--- src/rtl/cache_mem_arbiter_pkg.sv ---
`timescale 1ns/1ps
`default_nettype none
// ============================================================================
// Module      : diaosi_types_pkg
// Description : Shared types and default sizing for the cache/RAM arbiter.
// Revision    : 1.0 - initial release
// ============================================================================
package diaosi_types_pkg;

    localparam int unsigned c_BURST_LEN  = 2;
    localparam int unsigned c_STARVE_MAX = 3;

    typedef enum logic [1:0] {
        IDLE  = 2'd0,
        GNT_I = 2'd1,
        GNT_D = 2'd2
    } arb_state_t;

    // Bits needed to hold values 0..n-1, never less than one.
    function automatic int unsigned cnt_width(input int unsigned n);
        return (n <= 2) ? 32'd1 : $unsigned($clog2(n));
    endfunction

endpackage
`default_nettype wire

--- src/rtl/cache_mem_arbiter_if.sv ---
`timescale 1ns/1ps
`default_nettype none
// ============================================================================
// Module      : cache_mem_arbiter_if
// Description : icache, dcache and RAM bus signals seen by the arbiter.
// Revision    : 1.0 - initial release
// ============================================================================
interface cache_mem_arbiter_if;

    logic        iREN;
    logic [31:0] iaddr;
    logic        iwait;
    logic [31:0] iload;

    logic        dREN;
    logic        dWEN;
    logic [31:0] daddr;
    logic [31:0] dstore;
    logic        dwait;
    logic [31:0] dload;

    logic        ramREN;
    logic        ramWEN;
    logic [31:0] ramaddr;
    logic [31:0] ramstore;
    logic [31:0] ramload;
    logic        ram_ready;

    // Arbiter side
    modport slave (
        input  iREN, iaddr, dREN, dWEN, daddr, dstore, ramload, ram_ready,
        output iwait, iload, dwait, dload, ramREN, ramWEN, ramaddr, ramstore
    );

    // Caches and RAM side
    modport master (
        output iREN, iaddr, dREN, dWEN, daddr, dstore, ramload, ram_ready,
        input  iwait, iload, dwait, dload, ramREN, ramWEN, ramaddr, ramstore
    );

endinterface
`default_nettype wire

--- src/rtl/cache_mem_arbiter_sat_counter.sv ---
`timescale 1ns/1ps
`default_nettype none
// ============================================================================
// Module      : arb_sat_counter
// Description : Saturating up-counter with clear priority and a saturation flag.
// Revision    : 1.0 - initial release
// ============================================================================
module arb_sat_counter #(
    parameter int unsigned WIDTH = 2,
    parameter int unsigned MAX   = 3
) (
    input  wire logic             clk,
    input  wire logic             rst,
    input  wire logic             inc_i,
    input  wire logic             clr_i,
    output logic [WIDTH-1:0]      cnt_o,
    output logic                  sat_o
);

    localparam logic [WIDTH-1:0] c_MAX = WIDTH'(MAX);

    logic [WIDTH-1:0] cnt_q;
    logic [WIDTH-1:0] cnt_d;

    always_comb begin
        cnt_d = cnt_q;
        if (clr_i) begin
            cnt_d = '0;
        end else if (inc_i && (cnt_q != c_MAX)) begin
            cnt_d = cnt_q + 1'b1;
        end
    end

    always_ff @(posedge clk) begin
        if (rst) begin
            cnt_q <= '0;
        end else begin
            cnt_q <= cnt_d;
        end
    end

    assign cnt_o = cnt_q;
    assign sat_o = (cnt_q == c_MAX);

endmodule
`default_nettype wire

--- src/rtl/cache_mem_arbiter.sv ---
`timescale 1ns/1ps
`default_nettype none
// ============================================================================
// Module      : cache_mem_arbiter
// Description : Shares one RAM port between icache and dcache; dcache first,
//               bursts held whole, icache forced in after STARVE_MAX bursts.
// Revision    : 1.0 - initial release
// ============================================================================
module cache_mem_arbiter
    import diaosi_types_pkg::*;
#(
    parameter int unsigned BURST_LEN  = c_BURST_LEN,
    parameter int unsigned STARVE_MAX = c_STARVE_MAX
) (
    input  wire logic          CLK,
    input  wire logic          RST,
    cache_mem_arbiter_if.slave bus
);

    localparam int unsigned c_BEAT_W   = cnt_width(BURST_LEN);
    localparam int unsigned c_STARVE_W = cnt_width(STARVE_MAX + 1);

    arb_state_t state_q;
    arb_state_t w_state;

    logic [c_BEAT_W-1:0]   beat_cnt_q;
    logic [c_STARVE_W-1:0] starve_cnt_q;
    logic                  w_beat_last;
    logic                  w_starved;

    logic w_d_req;
    logic w_i_beat;
    logic w_d_beat;
    logic w_d_done;
    logic w_d_drop;
    logic w_unused_cnt;

    assign w_d_req  = bus.dREN | bus.dWEN;
    assign w_i_beat = (state_q == GNT_I) && bus.ram_ready;
    assign w_d_beat = (state_q == GNT_D) && bus.ram_ready;
    assign w_d_done = w_d_beat && w_beat_last;
    assign w_d_drop = (state_q == GNT_D) && !bus.ram_ready && !w_d_req;

    arb_sat_counter #(
        .WIDTH (c_BEAT_W),
        .MAX   (BURST_LEN - 1)
    ) u_beat_cnt (
        .clk   (CLK),
        .rst   (RST),
        .inc_i (w_d_beat && !w_beat_last),
        .clr_i ((state_q != GNT_D) || w_d_done || w_d_drop),
        .cnt_o (beat_cnt_q),
        .sat_o (w_beat_last)
    );

    // Counts dcache bursts finished while the icache is kept waiting.
    arb_sat_counter #(
        .WIDTH (c_STARVE_W),
        .MAX   (STARVE_MAX)
    ) u_starve_cnt (
        .clk   (CLK),
        .rst   (RST),
        .inc_i (w_d_done && bus.iREN),
        .clr_i (w_i_beat || (w_d_done && !bus.iREN)),
        .cnt_o (starve_cnt_q),
        .sat_o (w_starved)
    );

    // Only the flags steer the FSM; raw counts stay visible for debug.
    assign w_unused_cnt = ^{beat_cnt_q, starve_cnt_q};

    always_ff @(posedge CLK) begin
        if (RST) begin
            state_q <= IDLE;
        end else begin
            case (state_q)
                IDLE: begin
                    if (w_d_req && !(bus.iREN && w_starved)) begin
                        state_q <= GNT_D;
                    end else if (bus.iREN) begin
                        state_q <= GNT_I;
                    end
                end
                GNT_I: begin
                    if (bus.ram_ready || !bus.iREN) begin
                        state_q <= IDLE;
                    end
                end
                GNT_D: begin
                    if (w_d_done || w_d_drop) begin
                        state_q <= IDLE;
                    end
                end
                default: state_q <= IDLE;
            endcase
        end
    end

    // Reset overrides the registered state so an in-flight beat is dropped at once.
    assign w_state = RST ? IDLE : state_q;

    always_comb begin
        bus.iwait    = 1'b1;
        bus.dwait    = 1'b1;
        bus.iload    = '0;
        bus.dload    = '0;
        bus.ramREN   = 1'b0;
        bus.ramWEN   = 1'b0;
        bus.ramaddr  = '0;
        bus.ramstore = '0;
        case (w_state)
            GNT_I: begin
                bus.ramREN  = bus.iREN;
                bus.ramaddr = bus.iaddr;
                bus.iwait   = !bus.ram_ready;
                bus.iload   = bus.ramload;
            end
            GNT_D: begin
                bus.ramWEN   = bus.dWEN;
                bus.ramREN   = bus.dREN & ~bus.dWEN;
                bus.ramaddr  = bus.daddr;
                bus.ramstore = bus.dstore;
                bus.dwait    = !bus.ram_ready;
                bus.dload    = bus.ramload;
            end
            default: begin
            end
        endcase
    end

endmodule
`default_nettype wire
--- src/flat_wrapper.sv ---
// flat-port wrapper written by rule: the top's interface ports become plain ports
module cache_mem_arbiter_flat import diaosi_types_pkg::*;
#(
    parameter int unsigned BURST_LEN  = c_BURST_LEN,
    parameter int unsigned STARVE_MAX = c_STARVE_MAX
)
  (CLK, RST, bus_iREN, bus_iaddr, bus_dREN, bus_dWEN, bus_daddr, bus_dstore, bus_ramload, bus_ram_ready, bus_iwait, bus_iload, bus_dwait, bus_dload, bus_ramREN, bus_ramWEN, bus_ramaddr, bus_ramstore);
  cache_mem_arbiter_if bus_i ();
  input  wire logic CLK;
  input  wire logic RST;
  input wire logic [$bits(bus_i.iREN)-1:0] bus_iREN;
  input wire logic [$bits(bus_i.iaddr)-1:0] bus_iaddr;
  input wire logic [$bits(bus_i.dREN)-1:0] bus_dREN;
  input wire logic [$bits(bus_i.dWEN)-1:0] bus_dWEN;
  input wire logic [$bits(bus_i.daddr)-1:0] bus_daddr;
  input wire logic [$bits(bus_i.dstore)-1:0] bus_dstore;
  input wire logic [$bits(bus_i.ramload)-1:0] bus_ramload;
  input wire logic [$bits(bus_i.ram_ready)-1:0] bus_ram_ready;
  output wire logic [$bits(bus_i.iwait)-1:0] bus_iwait;
  output wire logic [$bits(bus_i.iload)-1:0] bus_iload;
  output wire logic [$bits(bus_i.dwait)-1:0] bus_dwait;
  output wire logic [$bits(bus_i.dload)-1:0] bus_dload;
  output wire logic [$bits(bus_i.ramREN)-1:0] bus_ramREN;
  output wire logic [$bits(bus_i.ramWEN)-1:0] bus_ramWEN;
  output wire logic [$bits(bus_i.ramaddr)-1:0] bus_ramaddr;
  output wire logic [$bits(bus_i.ramstore)-1:0] bus_ramstore;
  assign bus_i.iREN = bus_iREN;
  assign bus_i.iaddr = bus_iaddr;
  assign bus_i.dREN = bus_dREN;
  assign bus_i.dWEN = bus_dWEN;
  assign bus_i.daddr = bus_daddr;
  assign bus_i.dstore = bus_dstore;
  assign bus_i.ramload = bus_ramload;
  assign bus_i.ram_ready = bus_ram_ready;
  assign bus_iwait = bus_i.iwait;
  assign bus_iload = bus_i.iload;
  assign bus_dwait = bus_i.dwait;
  assign bus_dload = bus_i.dload;
  assign bus_ramREN = bus_i.ramREN;
  assign bus_ramWEN = bus_i.ramWEN;
  assign bus_ramaddr = bus_i.ramaddr;
  assign bus_ramstore = bus_i.ramstore;
  cache_mem_arbiter #(.BURST_LEN(BURST_LEN), .STARVE_MAX(STARVE_MAX)) u_core (.CLK(CLK), .RST(RST), .bus(bus_i));
endmodule
--- config.mk ---
export PLATFORM = sky130hd
export DESIGN_NAME = cache_mem_arbiter_flat
export DESIGN_NICKNAME = d
export VERILOG_FILES = /design/src/rtl/cache_mem_arbiter_pkg.sv /design/src/rtl/cache_mem_arbiter_if.sv /design/src/rtl/cache_mem_arbiter_sat_counter.sv /design/src/rtl/cache_mem_arbiter.sv /design/src/flat_wrapper.sv
export SDC_FILE = /design/constraint.sdc
export NUM_CORES = 1
export LEC_CHECK = 0
export CORE_AREA = 2 2 102 104
export DETAILED_ROUTE_END_ITERATION = 8
export DIE_AREA = 0 0 104 106
export GPL_TIMING_DRIVEN = 0
export HOLD_SLACK_MARGIN = 0.15
export MAX_ROUTING_LAYER = met4
export PLACE_DENSITY = 0.73
export SLEW_MARGIN = 0
export SYNTH_ARGS = -nofsm -noshare
export SYNTH_HDL_FRONTEND = slang
export SYNTH_HIERARCHICAL = 1
export SYNTH_SLANG_ARGS = --single-unit
--- constraint.sdc ---
create_clock -name CLK -period 3.6 [get_ports CLK]
set_input_delay 0.54 -clock CLK [delete_from_list [all_inputs] [get_ports CLK]]
set_output_delay 0.54 -clock CLK [all_outputs]
set_load 0.005 [all_outputs]
* After elaboration in Yosys (flattened, before gate mapping)
Index checks and enable logic that the tools add are counted.
Storage, ports and cells: input port bits 134, logic and storage cells 59, output and inout bits 132, bits in registers 5
Operators by class: $add $sub $neg 2, equality and inequality tests 10, reduce and logical (&&, ||, !) cells 26, bitwise logic cells 4, multiplexer cells 14
Operator list (count):
- 32-bit 2-to-1 mux | 3
- 32-bit case mux with 2 select lines | 1
- 1-bit logical AND | 12
- 2-bit 2-to-1 mux | 5
- 2-bit inequality test, second input constant | 4
- 2-bit equality test, second input constant | 3
- 2-bit case mux with 3 select lines | 1
- 1-bit logical NOT | 5
- 1-bit logical OR | 5
- 2-bit by 1-bit equality test with 1-bit output, second input constant | 2
- 2-bit OR reduction | 2
- 1-bit 2-to-1 mux | 3
- 3-bit by 2-bit inequality test with 1-bit output, second input constant | 1
- 3-bit AND reduction | 1
- 2-bit by 1-bit adder with 2-bit output, second input constant | 1
- 2-bit logical NOT | 1
- 1-bit NOT | 2
- 1-bit case mux with 2 select lines | 1
- 1-bit adder, second input constant | 1
- 1-bit AND | 1
- 1-bit OR | 1

* Longest topological paths before layout
depth after elaboration 6, gate-level depth with buffers 7, depth with buffers taken out 6

* By module
Netlist, hierarchy kept.
Modules (own cells, without submodules):
- cache_mem_arbiter | seq. area each 40.0 um2, area an instance 1275.0 um2, cells each 212, instances 1
- arb_sat_counter at u_core.u_starve_cnt | seq. area each 40.0 um2, area an instance 105.1 um2, cells each 8, instances 1
- arb_sat_counter at u_core.u_beat_cnt | seq. area each 20.0 um2, area an instance 41.3 um2, cells each 4, instances 1

* Worst setup path before layout
Ideal clock, no wire load.
path kind input port to output port, start point input RST, end point output bus_ramaddr[0], path buffers 2, stages on the path 5, required time 3.060 ns, path slack 1.569 ns, data arrival time 1.491 ns, cells stage by stage nand2b_1 -> ha_1 -> clkbuf_1 -> clkbuf_1 -> nor2_1
On the way: word-level cells in the longest chain between the ends 3, elaborated cells on any way between the ends 4, those cells by class 2 x eq/ne; 2 x mux
RTL lines:
- start: declaration | line flat_wrapper.sv:10 | input wire logic RST;
- 2-bit 2-to-1 mux (*) | line cache_mem_arbiter.sv:100 | assign w_state = RST ? IDLE : state_q;
- 2-bit equality test or 2-bit by 1-bit equality test with 1-bit output (tied branches) | line cache_mem_arbiter.sv:111 | case (w_state)
- 32-bit case mux with 2 select lines (*) | line cache_mem_arbiter.sv:111
- end: declaration | line flat_wrapper.sv:25 | output wire logic [$bits(bus_i.ramaddr)-1:0] bus_ramaddr;
Mark *: on every way between the ends. The rest lies on a longest branch, timed or not.

* Worst setup path in the final report
start point input RST, end point output bus_ramaddr[2]
Same word-level chain as after synthesis.

==> results.cfg <==
[outcome]
status = finished clean

[detailed_routing]
via_per_inst = 4.08
via_count = 2565
wl_microns = 8850
drc = 0
postRouteAntennaNets = 0
drt_iter0_drc = 148
dr.pass1.iters = 4
wl_per_cell_microns = 14.1

[floorplan]
initial_core_util_pct = 14.2
dieWidth_microns = 104
die_h_microns = 106
row_count = 37
die_area_sq_mm = 0.0110
core_sq_mm = 0.0100
io_pins = 266

[timing]
fmax_ghz = 0.298
fin_skew_ns = 0.00243
slew_violations = 0
period_share_pct = 93.3
fin_crit_ns = 3.36
hold_viol = 0
maxSlewHeadroom_pct = 71.7
finalSetupTns_ns = 0
worst_pin_slew_ns = 0.419
rsz0062_at_grt = false
setup_viol = 0

[worst_setup_path]
cp_max_fo = 10
timing.rr.end = u_core/u_starve_cnt/cnt_o[1]
crit_chain = clkdlybuf4s50_1 > nand2b_1 > inv_1 > ha_1 > buf_2 > buf_2 > a22oi_1 > nor2_1 > clkdlybuf4s50_1
r2r_slack_ns = 2.29
crit_start = RST
r2r-start = u_core/state_q[1]
max_stage_delay_ns = 0.55
crit_cells = 9
critPathKind = input pin to primary output
end_kind = primary output
cp-start-kind = input pin
endpoint = bus_ramaddr[2]
cp_slowest_cell = clkdlybuf4s50_1
crit_buf_inv = 5
critical_path_required_ns = 3.06
r2r_cells = 6
cp_top_family = buffers and inverters
arrival_ns = 2.82

[pwr]
ir_drop_uv = 83.2
pwr_density_cell_mw_per_mm2 = 118
p_total_mw = 0.505
p_leak_nw = 1.56

[synth]
syn_area_sq_mm = 0.00142
netlist_instances = 224
ys_ff_latch = 5
synthesis.nets = 361
syn_avg_cell_area_sq_um = 6.35
yosysUniqueCellTypes = 26
synth_warnings = 6
seq_area_frac_synth_pct = 7.04

[final_layout]
instances_no_fill = 629
final_common_cell = clkdlybuf4s50_1
antenna_cells = 0
final_nets = 631
most-common-layout-cells = clkdlybuf4s50_1 (265), and2_1 (97), nor2_1 (36)
drive_gt1_share_pct = 4.46
area_growth_pct = 202

[clock_network]
ctsHoldBuffers = 0
cts_tree = yes
path_clk_slew_ns = 0.04
cts_num_sinks = 5
cts-root-buf = clkbuf_8
cts_made_buffers = 3
clk_latency_ns = 0.22
post_cts_buffers = 0
htree_levels = 1
cts_resized = 0
clk_path_buf_depth = 2

[place]
dp.cells = 625
hpwlAfterDp_microns = 7570
io_buffer_count = 265
gp_routability_congestion = 0.840

[global_routing]
grt_pass1_vias = 2636
use_met3_pct = 2.15
grt.busiest_layer = met2
grt_antenna_before_repair = 0
grt_pass1_wl_microns = 13500
use_met1_pct = 17.8
grt.overflow.total = 0
grt_util_met2_pct = 28.3
grt_max_degree = 11
grt_usage_pct = 15.4

[job]
cap_violations = 0

[hold_path]
hp-class = register to register
hp-start = u_core/u_beat_cnt/cnt_o
holdPathStages = 2
## worst reg2reg max path, stage by stage, from the launching register on
cell	delay [ns]
dfxtp_1	0.39
and2b_1	0.18
nand2_1	0.07
nor2_1	0.11
nor2b_4	0.16
mux2i_1	0.22
nor3_2	0.05
## logic make-up (layout without fill, tap and decap cells)
kind of cell / count (synthesis) / in the layout / share of synthesized area, %
compound gates: 39 / 39 / 20.7
xor+xnor: 1 / 1 / 0.616
fa+ha+maj: 3 / 3 / 2.64
buf+inv: 25 / 294 / 8.19
flops: 5 / 5 / 7.04
mux: 1 / 1 / 0.704
simple gates: 150 / 150 / 60.1
## Yosys cell counts
cell type  instances  area [sq um]
and2_1            97           607
nor2_1            36           135
a22oi_1           32           240
clkbuf_1          11          41.3
buf_2              8          40.0
nand2_1            7          26.3
dfxtp_1            5           100
buf_4              3          22.5
ha_1               3          37.5
nor3_2             3          30.0
a21oi_1            2          10.0
inv_1              2          7.51
nor2b_1            2          12.5
a211o_1            1          8.76
and2b_1            1          7.51
and3b_1            1          8.76
clkbuf_2           1          5.00
mux2i_1            1          10.0
nand2b_1           1          6.26
nand3b_1           1          7.51
nor2b_4            1          13.8
o2111a_1           1          11.3
o21a_1             1          7.51
o21bai_1           1          7.51
o311ai_1           1          8.76
xnor2_1            1          8.76
## per-layer routing
| layer | vias up | share of wire [%] |
|---|---|---|
| li1 | 1275 | - |
| met1 | 1158 | 41 |
| met2 | 124 | 52 |
| met3 | 8 | 6.0 |
| met4 | 0 | 1.1 |
| met5 | - | 0 |
## per-stage QoR
| step | setup slack (ns) | utilization (%) | hold slack, ns | instance area (sq um) |
|---|---|---|---|---|
| CTS | 0.0943 | 42.9 | 0.514 | 4290 |
| global placement | 0.113 | 42.4 | 0.482 | 4240 |
| finish | 0.239 | 42.9 | 0.517 | 4290 |
| global route | 0.0130 | 42.9 | 0.541 | 4290 |
| floorplan | 1.57 | - | 0.472 | 1420 |
| detailed placement | 0.101 | 42.4 | 0.506 | 4240 |
## where the power goes
part	internal (mW)	leakage (nW)	total (mW)	switching [mW]
logic	0.232	1.50	0.340	0.108
clock network	0.0762	0.0228	0.106	0.0294
registers	0.0576	0.0407	0.0596	0.00198
## worst min path at each step
| stage | to | slack (ns) |
|---|---|---|
| floorplan | u_core/u_beat_cnt/cnt_o | 0.47 |
| global placement | u_core/u_beat_cnt/cnt_o | 0.48 |
| detailed placement | u_core/u_beat_cnt/cnt_o | 0.51 |
| CTS | u_core/u_beat_cnt/cnt_o | 0.51 |
| global route | u_core/u_beat_cnt/cnt_o | 0.54 |
| finish | u_core/u_beat_cnt/cnt_o | 0.52 |
## cell type report
class                      count  area [sq um]
fill                        1028          5710
timing repair buffer         265          2650
multi-input combinational    194          1200
tap                          136           170
buffer                        23           113
sequential                     5           100
clock buffer                   4          45.0
inverter                       2          7.51
## registers in the layout, summed over array words and instances (netlist names)
register / count
u_core/state_q: 2
u_core/u_starve_cnt/cnt_o: 2
u_core/u_beat_cnt/cnt_o: 1
Note: power is estimated with default switching activity, not from simulation.
